## config.mk

```make
export PLATFORM = sky130hd
export DESIGN_NAME = deadlock_idx0_monitor
export DESIGN_NICKNAME = d
export VERILOG_FILES = /design/src/rtl/deadlock_monitor_pkg.sv /design/src/rtl/deadlock_stall_counter.sv /design/src/rtl/deadlock_idx0_monitor.sv
export SDC_FILE = /design/constraint.sdc
export NUM_CORES = 1
export LEC_CHECK = 0
export CAP_MARGIN = 30
export CORE_MARGIN = 10
export CORE_UTILIZATION = 45
export CTS_BUF_LIST = sky130_fd_sc_hd__clkbuf_8
export DETAILED_ROUTE_END_ITERATION = 10
export PLACE_DENSITY = 0.65
export SYNTH_ARGS = -nofsm -noshare
export SYNTH_HDL_FRONTEND = slang
export SYNTH_HIERARCHICAL = 1
export SYNTH_SLANG_ARGS = --single-unit
```

## constraint.sdc

```tcl
create_clock -name clock -period 5.8 [get_ports clock]
set_input_delay 1.16 -clock clock [delete_from_list [all_inputs] [get_ports clock]]
set_output_delay 1.16 -clock clock [all_outputs]
set_load 0.03 [all_outputs]
```

## src/rtl/deadlock_monitor_pkg.sv

```systemverilog
// Shared types and stall rule for the per-index deadlock monitors.
// The stall rule is kept here so every idx monitor applies the same definition.
package deadlock_monitor_pkg;

  localparam int CNT_W = 8;
  localparam int MAX_W = 64;

  typedef enum logic [1:0] {
    IDLE    = 2'd0,
    WATCH   = 2'd1,
    BLOCKED = 2'd2
  } dl_state_t;

  // Callers zero-extend narrower vectors: unused lanes have axis=0, so they add no
  // stream stall, and mask=0, so they count as stalled instances.
  function automatic logic f_stall(input logic [MAX_W-1:0] axis,
                                   input logic [MAX_W-1:0] idle,
                                   input logic [MAX_W-1:0] iblk,
                                   input logic [MAX_W-1:0] mask);
    return (|axis) & (&(~mask | idle | iblk));
  endfunction

endpackage

```

## src/rtl/deadlock_stall_counter.sv

```systemverilog
// Saturating count of consecutive stall cycles; hit flags that this cycle completes THRESHOLD.
// Latency: hit is combinational from the count register. No backpressure.
// Clear wins over increment; the count holds at THRESHOLD rather than wrapping.
module deadlock_stall_counter
  import deadlock_monitor_pkg::*;
#(
  parameter int THRESHOLD = 4
) (
  input  logic clock,
  input  logic reset,
  input  logic clr,
  input  logic inc,
  output logic hit
);

  localparam logic [CNT_W-1:0] LIMIT = CNT_W'(THRESHOLD);

  logic [CNT_W-1:0] cnt;
  logic [CNT_W:0]   cnt_p1;

  assign cnt_p1 = {1'b0, cnt} + {{CNT_W{1'b0}}, 1'b1};
  assign hit    = (cnt_p1 == {1'b0, LIMIT});

  always_ff @(posedge clock or negedge reset) begin
    if (!reset) begin
      cnt <= '0;
    end else if (clr) begin
      cnt <= '0;
    end else if (inc && (cnt != LIMIT)) begin
      cnt <= cnt_p1[CNT_W-1:0];
    end
  end

endmodule

```

## src/rtl/deadlock_idx0_monitor.sv

```systemverilog
// Deadlock detector for kernel hierarchy level 0 (up to 64 streams / instances).
// Latency: block rises 1 + THRESHOLD edges after a sustained stall appears on the inputs.
// No backpressure; block drops one edge after the registered stall condition clears.
module deadlock_idx0_monitor
  import deadlock_monitor_pkg::*;
#(
  parameter int                  NUM_AXIS  = 2,
  parameter int                  NUM_INST  = 1,
  parameter logic [NUM_INST-1:0] INST_MASK = {NUM_INST{1'b0}},
  parameter int                  THRESHOLD = 4
) (
  input  logic                clock,
  input  logic                reset,
  input  logic [NUM_AXIS-1:0] axis_block_sigs,
  input  logic [NUM_INST-1:0] inst_idle_sigs,
  input  logic [NUM_INST-1:0] inst_block_sigs,
  output logic                block
);

  logic [NUM_AXIS-1:0] axis_q;
  logic [NUM_INST-1:0] idle_q;
  logic [NUM_INST-1:0] iblk_q;
  logic                stall;
  logic                hit;
  dl_state_t           state;

  always_ff @(posedge clock or negedge reset) begin
    if (!reset) begin
      axis_q <= '0;
      idle_q <= '0;
      iblk_q <= '0;
    end else begin
      axis_q <= axis_block_sigs;
      idle_q <= inst_idle_sigs;
      iblk_q <= inst_block_sigs;
    end
  end

  assign stall = f_stall(MAX_W'(axis_q), MAX_W'(idle_q), MAX_W'(iblk_q), MAX_W'(INST_MASK));

  deadlock_stall_counter #(
    .THRESHOLD(THRESHOLD)
  ) u_cnt (
    .clock(clock),
    .reset(reset),
    .clr  (~stall),
    .inc  (stall),
    .hit  (hit)
  );

  // In IDLE the count is 0, so hit there means THRESHOLD==1 and we jump straight to BLOCKED.
  always_ff @(posedge clock or negedge reset) begin
    if (!reset) begin
      state <= IDLE;
      block <= 1'b0;
    end else begin
      case (state)
        IDLE, WATCH: begin
          if (!stall) begin
            state <= IDLE;
          end else if (hit) begin
            state <= BLOCKED;
            block <= 1'b1;
          end else begin
            state <= WATCH;
          end
        end
        BLOCKED: begin
          if (!stall) begin
            state <= IDLE;
            block <= 1'b0;
          end
        end
        default: begin
          state <= IDLE;
          block <= 1'b0;
        end
      endcase
    end
  end

endmodule

```

# Word-level counts from Yosys, hierarchy flattened
# Index checks and enable logic that the tools add are counted.
dict set report op_classes {
  addsub 1
  eq_ne 8
  muxes 10
  reduce_logical 5
}
# op n
set op_table {}
lappend op_table {{8-bit 2-to-1 mux} 2}
lappend op_table {{8-bit by 1-bit adder with 9-bit output (second input constant)} 1}
lappend op_table {{9-bit by 3-bit == test with 1-bit output (second input constant)} 1}
lappend op_table {{8-bit by 3-bit inequality test with 1-bit output (second input constant)} 1}
lappend op_table {{2-bit 2-to-1 mux} 3}
lappend op_table {{2-bit inequality test (second input constant)} 3}
lappend op_table {{2-bit one-hot mux with 2 select lines} 1}
lappend op_table {{2-bit OR reduction} 2}
lappend op_table {{1-bit 2-to-1 mux} 3}
lappend op_table {{3-bit AND reduction} 1}
lappend op_table {{2-bit by 1-bit == test with 1-bit output (second input constant)} 1}
lappend op_table {{2-bit == test (second input constant)} 1}
lappend op_table {{2-bit logical NOT} 1}
lappend op_table {{2-bit by 1-bit inequality test with 1-bit output (second input constant)} 1}
lappend op_table {{1-bit one-hot mux with 2 select lines} 1}
lappend op_table {{1-bit logical AND} 1}
dict set report word_totals {
  regBits 13
  output_inout_bits 1
}

# Longest topological paths before layout
dict set report logic_depth {
  word_depth 5
  ltp_mapped 8
  ltp_nobuf 7
}

# By module
# The synthesis kept the hierarchy.
# module n_inst cells_per_inst area_per_inst_um2 seq_area_each_um2
set modules_own_cells {}
lappend modules_own_cells {deadlock_stall_counter 1 63 570.5 200.2}
lappend modules_own_cells {deadlock_idx0_monitor 1 15 176.4 125.1}

# Worst setup path before layout
# Ideal clock, no wire load.
dict set report synth_timing {
  path_kind {reg-to-reg}
  from {register u_cnt.cnt[0]}
  to {register block}
  setup_ns 0.082
  arrival_time_ns 2.014
  slack_ns 3.704
  stages_incl_launch_ff 9
  path_buffers 1
  path_cell_list {dfrtp_1 ha_1 buf_6 a211o_1 a211o_1 a2111oi_2 nor2b_2 a21oi_1 o22ai_1}
}
dict set report synth_via {
  elab_chain_len 4
}
# item line
set synth_rtl {}
lappend synth_rtl {{start: declaration} deadlock_stall_counter.sv:18} ;# logic [CNT_W-1:0] cnt;
lappend synth_rtl {{start signal: assignment} deadlock_stall_counter.sv:30} ;# cnt <= cnt_p1[CNT_W-1:0];
lappend synth_rtl {{8-bit by 1-bit adder with 9-bit output} deadlock_stall_counter.sv:21} ;# assign cnt_p1 = {1'b0, cnt} + {{CNT_W{1'b0}}, 1'b1};
lappend synth_rtl {{9-bit by 3-bit == test with 1-bit output} deadlock_stall_counter.sv:22} ;# assign hit = (cnt_p1 == {1'b0, LIMIT});
lappend synth_rtl {{via hit} deadlock_idx0_monitor.sv:24} ;# logic hit;
lappend synth_rtl {{2-bit inequality test (no source line)} --}
lappend synth_rtl {{3-bit AND reduction (no source line)} --}
lappend synth_rtl {{end signal: assignment} deadlock_idx0_monitor.sv:55} ;# block <= 1'b0;
lappend synth_rtl {{end signal: assignment} deadlock_idx0_monitor.sv:63} ;# block <= 1'b1;
lappend synth_rtl {{end signal: assignment} deadlock_idx0_monitor.sv:71} ;# block <= 1'b0;
lappend synth_rtl {{end: declaration} deadlock_idx0_monitor.sv:17} ;# output logic block
# The timed path passes the listed nets, and every way through them passes these cells.
# A chain may end at the register's enable or synchronous reset.

# Worst setup path after layout
dict set report layout_timing {
  from {register block}
  to {output port block}
}
# No word-level cell between the ends.

==> flow_results.org <==
** Outcome
- Outcome :: finished clean

** STA
- Measured against its own limit, the worst slew margin works out to a little over three fifths.
- The worst path needs between 2 and 2.5 ns of the cycle, external delays included.
- Ratio of final minimum period to clock period :: 41.88%
- TNS Setup :: 0 ns
- Static timing analysis puts the maximum clock frequency at ~0.41 GHz.
- Worst hold slack after final layout :: about 0.5 ns
- The final hold violation count came to 0.
- Clock skew on the completed layout was measured at 0.001318 ns.
- RSZ-0062 raised after global routing :: no
- Actual slew at the worst max-slew pin :: between 0.5 and 0.6 ns
- The max-slew violation count came to 0.
- Setup violations remaining at the end of the flow were counted as 0.

** Critical path
- The worst setup path is launched from a register.
- The largest single stage delay on the critical path is 0.68 ns.
- Crit-path slowest cell :: sky130_fd_sc_hd__clkdlybuf4s50_1
- Counting both buffers and inverters, the worst setup path holds a total of 1.
- Kind of critical path :: register to output port
- Of all nets on the critical path, the largest fanout is 3.
- Walking the worst path, the cells encountered are clkdlybuf4s50_1.
- Data required time at the worst endpoint :: between 4 and 5 ns
- Data arrives at the worst endpoint at between 1 and 1.5 ns.
- The worst setup path is captured at an output port.
- Among cell families on the critical path, the largest total delay comes from buffers and inverters.

** Drt
- After detailed routing, the total wire length is about 1400 µm.
- Via density per instance :: 5.867
- Total vias in the final route :: 575
- In the routed design, unresolved DRC markers number 0.
- DR pass1 iterations :: 4
- Final antenna-violating net count :: 0
- In the final routed layout, each cell accounts on average for approximately 14 µm.
- The detailed router finished its first iteration with 15 violations.

** Global routing
- Total grt overflow :: 0
- The first global-routing pass estimated 2525 µm of wire.
- Global routing used approximately 8.9% of the available tracks across all layers.
- The number of global-route vias before repair was approximately 560.
- The number of antenna violations at the first check in global routing came to 0.
- Entering global routing, the biggest net connects 15 pins.

** Floorplan
- Initial core utilization :: a little under 50%
- For this design the top-level I/O count stands at 7.
- Area of the die :: 3689 µm²
- In this run the core area contains 14 standard-cell rows.
- The region available for standard cell placement spans between 1500 and 2000 µm².
- Width of the die :: roughly 60 µm
- The floorplan step set the die height to between 60 and 70 µm.

** Finish
- Total inserted antenna cells :: 0
- From synthesis to final layout, the design area changed by 10.55%.
- Once layout is complete, the cells apart from fillers number 98.
- Commonest cells after routing, fill and taps aside :: 13 x sky130_fd_sc_hd__dfrtp_1, 8 x sky130_fd_sc_hd__a21oi_1, 6 x sky130_fd_sc_hd__inv_1
- At the end of the flow, the number of nets in the layout was 92.
- Commonest non-fill, non-tap cell in the layout :: sky130_fd_sc_hd__dfrtp_1
- Of the cells placed in the final design, the portion with a size suffix greater than 1 is between 10 and 15%.

** Power
- Total power per unit cell area :: between 300 and 400 nW/µm²
- VDD sags by at most 257.9 µV.
- Static power due to leakage :: 0.3525 nW

** CTS
- Clock transition at the register clock pins on the worst setup and hold paths after CTS :: 0.05 ns
- Clock tree root buffer cell :: sky130_fd_sc_hd__clkbuf_8
- Depth of the CTS H-tree :: 1
- In this run, post-CTS repair resized a total of 0 instances.
- Clock latency reported for the late side of the worst-skew pair :: roughly 0.24 ns
- For this design, the CTS-stage hold fixing added 0 buffers.
- The clock passes through at most 2 buffers.
- Setup Fix Bufs, Post-CTS :: 0
- TritonCTS built the clock tree.
- The clock drives 13 sinks.
- Number of clock buffers inserted by TritonCTS :: 3

** Synthesis
- The synthesized design contains 13 register bits.
- Yosys attributes the largest share of cell area to sky130_fd_sc_hd__dfrtp_1 44%, sky130_fd_sc_hd__a21oi_1 5.4%, sky130_fd_sc_hd__ha_1 5.0%.
- The largest total area in the synthesized netlist belongs to sky130_fd_sc_hd__dfrtp_1.
- The top cell type by area accounts for a little over two fifths of the synthesized area.
- When the netlist entered floorplanning its net count stood at slightly below 90.
- In the synthesized netlist, the number of instances is 78.
- Mean Syn Cell Area :: between 9 and 10 µm²
- YS warnings :: 6
- Summing the sequential cell areas from Yosys gives between 40% and 50% of the chip area.
- Counting distinct cell types in the post-synthesis netlist gives 32.
- Synthesized cell area :: 747.0 µm²

** Place
- Detailed placement ended at an HPWL of 954.5 µm.
- In this run, placement finished with an instance count of between 90 and 100.
- The congestion estimate from routability-driven global placement came to 0.8522.
- Input and output buffers added on the ports amount to 4.

** Worst hold path
- Kind of path behind the tightest hold check :: register to register

** Job
- Across the run, the number of max-cap violations was 0.
==> sequential cells by signal, indices dropped and copies added, names as in the netlist <==
name / flops
state: 2
axis_q: 2
block: 1
u_cnt/cnt: 8
==> cell type report <==
cell class | instances | area [µm²]
Fill cell | 149 | 715.7
Multi-Input combinational cell | 55 | 371.6
Sequential cell | 13 | 325.3
Clock buffer | 3 | 41.29
Timing Repair Buffer | 4 | 40.04
Inverter | 6 | 22.52
Tap cell | 16 | 20.02
Clock inverter | 1 | 5.005
==> logic make-up after synthesis <==
family	share of synthesized area, %
compound gates	18.59
mux	2.848
flops	43.55
buf+inv	6.699
xor+xnor	1.173
simple gates	22.11
fa+ha+maj	5.026
==> power by group <==
part	internal, W	leakage, nW	switching [W]
Clock	0.0000473	0.0255	0.0000302
Sequential	0.000108	0.165	0.0000293
Combinational	0.0000417	0.162	0.0000434
Total	0.000197	0.352	0.000103
==> per-stage QoR <==
stage	power [W]	area [µm²]	setup slack (ns)	utilization, %
floorplan	0.0002074	747.0	3.704	-
global placement	0.0002204	779.5	3.554	50.57
detailed placement	0.0002239	779.5	3.517	50.57
CTS	0.0003034	825.8	3.354	53.57
global route	0.0003258	825.8	3.317	53.57
finish	0.0002999	825.8	3.371	53.57
==> metal layers <==
layer / vias to the layer above / global-route usage [%] / part of all wire [%]
li1: 292 / - / -
met1: 267 / 11.08 / 46
met3: 4 / 3.758 / 4.4
met5: - / 0 / 0
met4: 0 / 5.016 / 2.5
met2: 12 / 12.66 / 46
==> synth_stat cells <==
library cell and number:
sky130_fd_sc_hd__mux2_2 1, sky130_fd_sc_hd__a21bo_2 1, sky130_fd_sc_hd__buf_6 1, sky130_fd_sc_hd__nor3_1 3
sky130_fd_sc_hd__o22ai_1 1, sky130_fd_sc_hd__ha_1 3, sky130_fd_sc_hd__mux2i_1 1, sky130_fd_sc_hd__nand3b_1 1
sky130_fd_sc_hd__a2111oi_2 1, sky130_fd_sc_hd__nor2_2 1, sky130_fd_sc_hd__a32oi_1 1, sky130_fd_sc_hd__xor2_1 1
sky130_fd_sc_hd__a21boi_0 1, sky130_fd_sc_hd__a21oi_1 8, sky130_fd_sc_hd__or3_1 1, sky130_fd_sc_hd__nor2b_2 1
sky130_fd_sc_hd__o31ai_1 2, sky130_fd_sc_hd__nand2_1 4, sky130_fd_sc_hd__nor2_1 5, sky130_fd_sc_hd__inv_1 6
sky130_fd_sc_hd__nand4_1 3, sky130_fd_sc_hd__o21ai_0 2, sky130_fd_sc_hd__buf_4 1, sky130_fd_sc_hd__and2b_2 1
sky130_fd_sc_hd__a211o_1 3, sky130_fd_sc_hd__nand3_1 4, sky130_fd_sc_hd__nand2b_1 2, sky130_fd_sc_hd__dfrtp_1 13
sky130_fd_sc_hd__and4bb_2 1, sky130_fd_sc_hd__buf_1 1, sky130_fd_sc_hd__clkbuf_2 1, sky130_fd_sc_hd__or4_1 2
==> worst paths after layout <==
kind | from | end | slack, ns | depth (start not counted)
max | block$_DFFE_PN0P_ | block | 3.37 | 1
min | state[1]$_DFFE_PN0P_ | state[0]$_DFFE_PN0P_ | 0.51 | 1
max reg2reg | u_cnt/cnt[0]$_DFFE_PN0P_ | block$_DFFE_PN0P_ | 3.51 | 7
min reg2reg | state[1]$_DFFE_PN0P_ | state[0]$_DFFE_PN0P_ | 0.51 | 1
max in group asynchronous | reset | axis_q[0]$_DFF_PN0_ | 4.16 | 1
min in group asynchronous | reset | state[0]$_DFFE_PN0P_ | 1.28 | 1
Power figures use the tool's default switching activity.
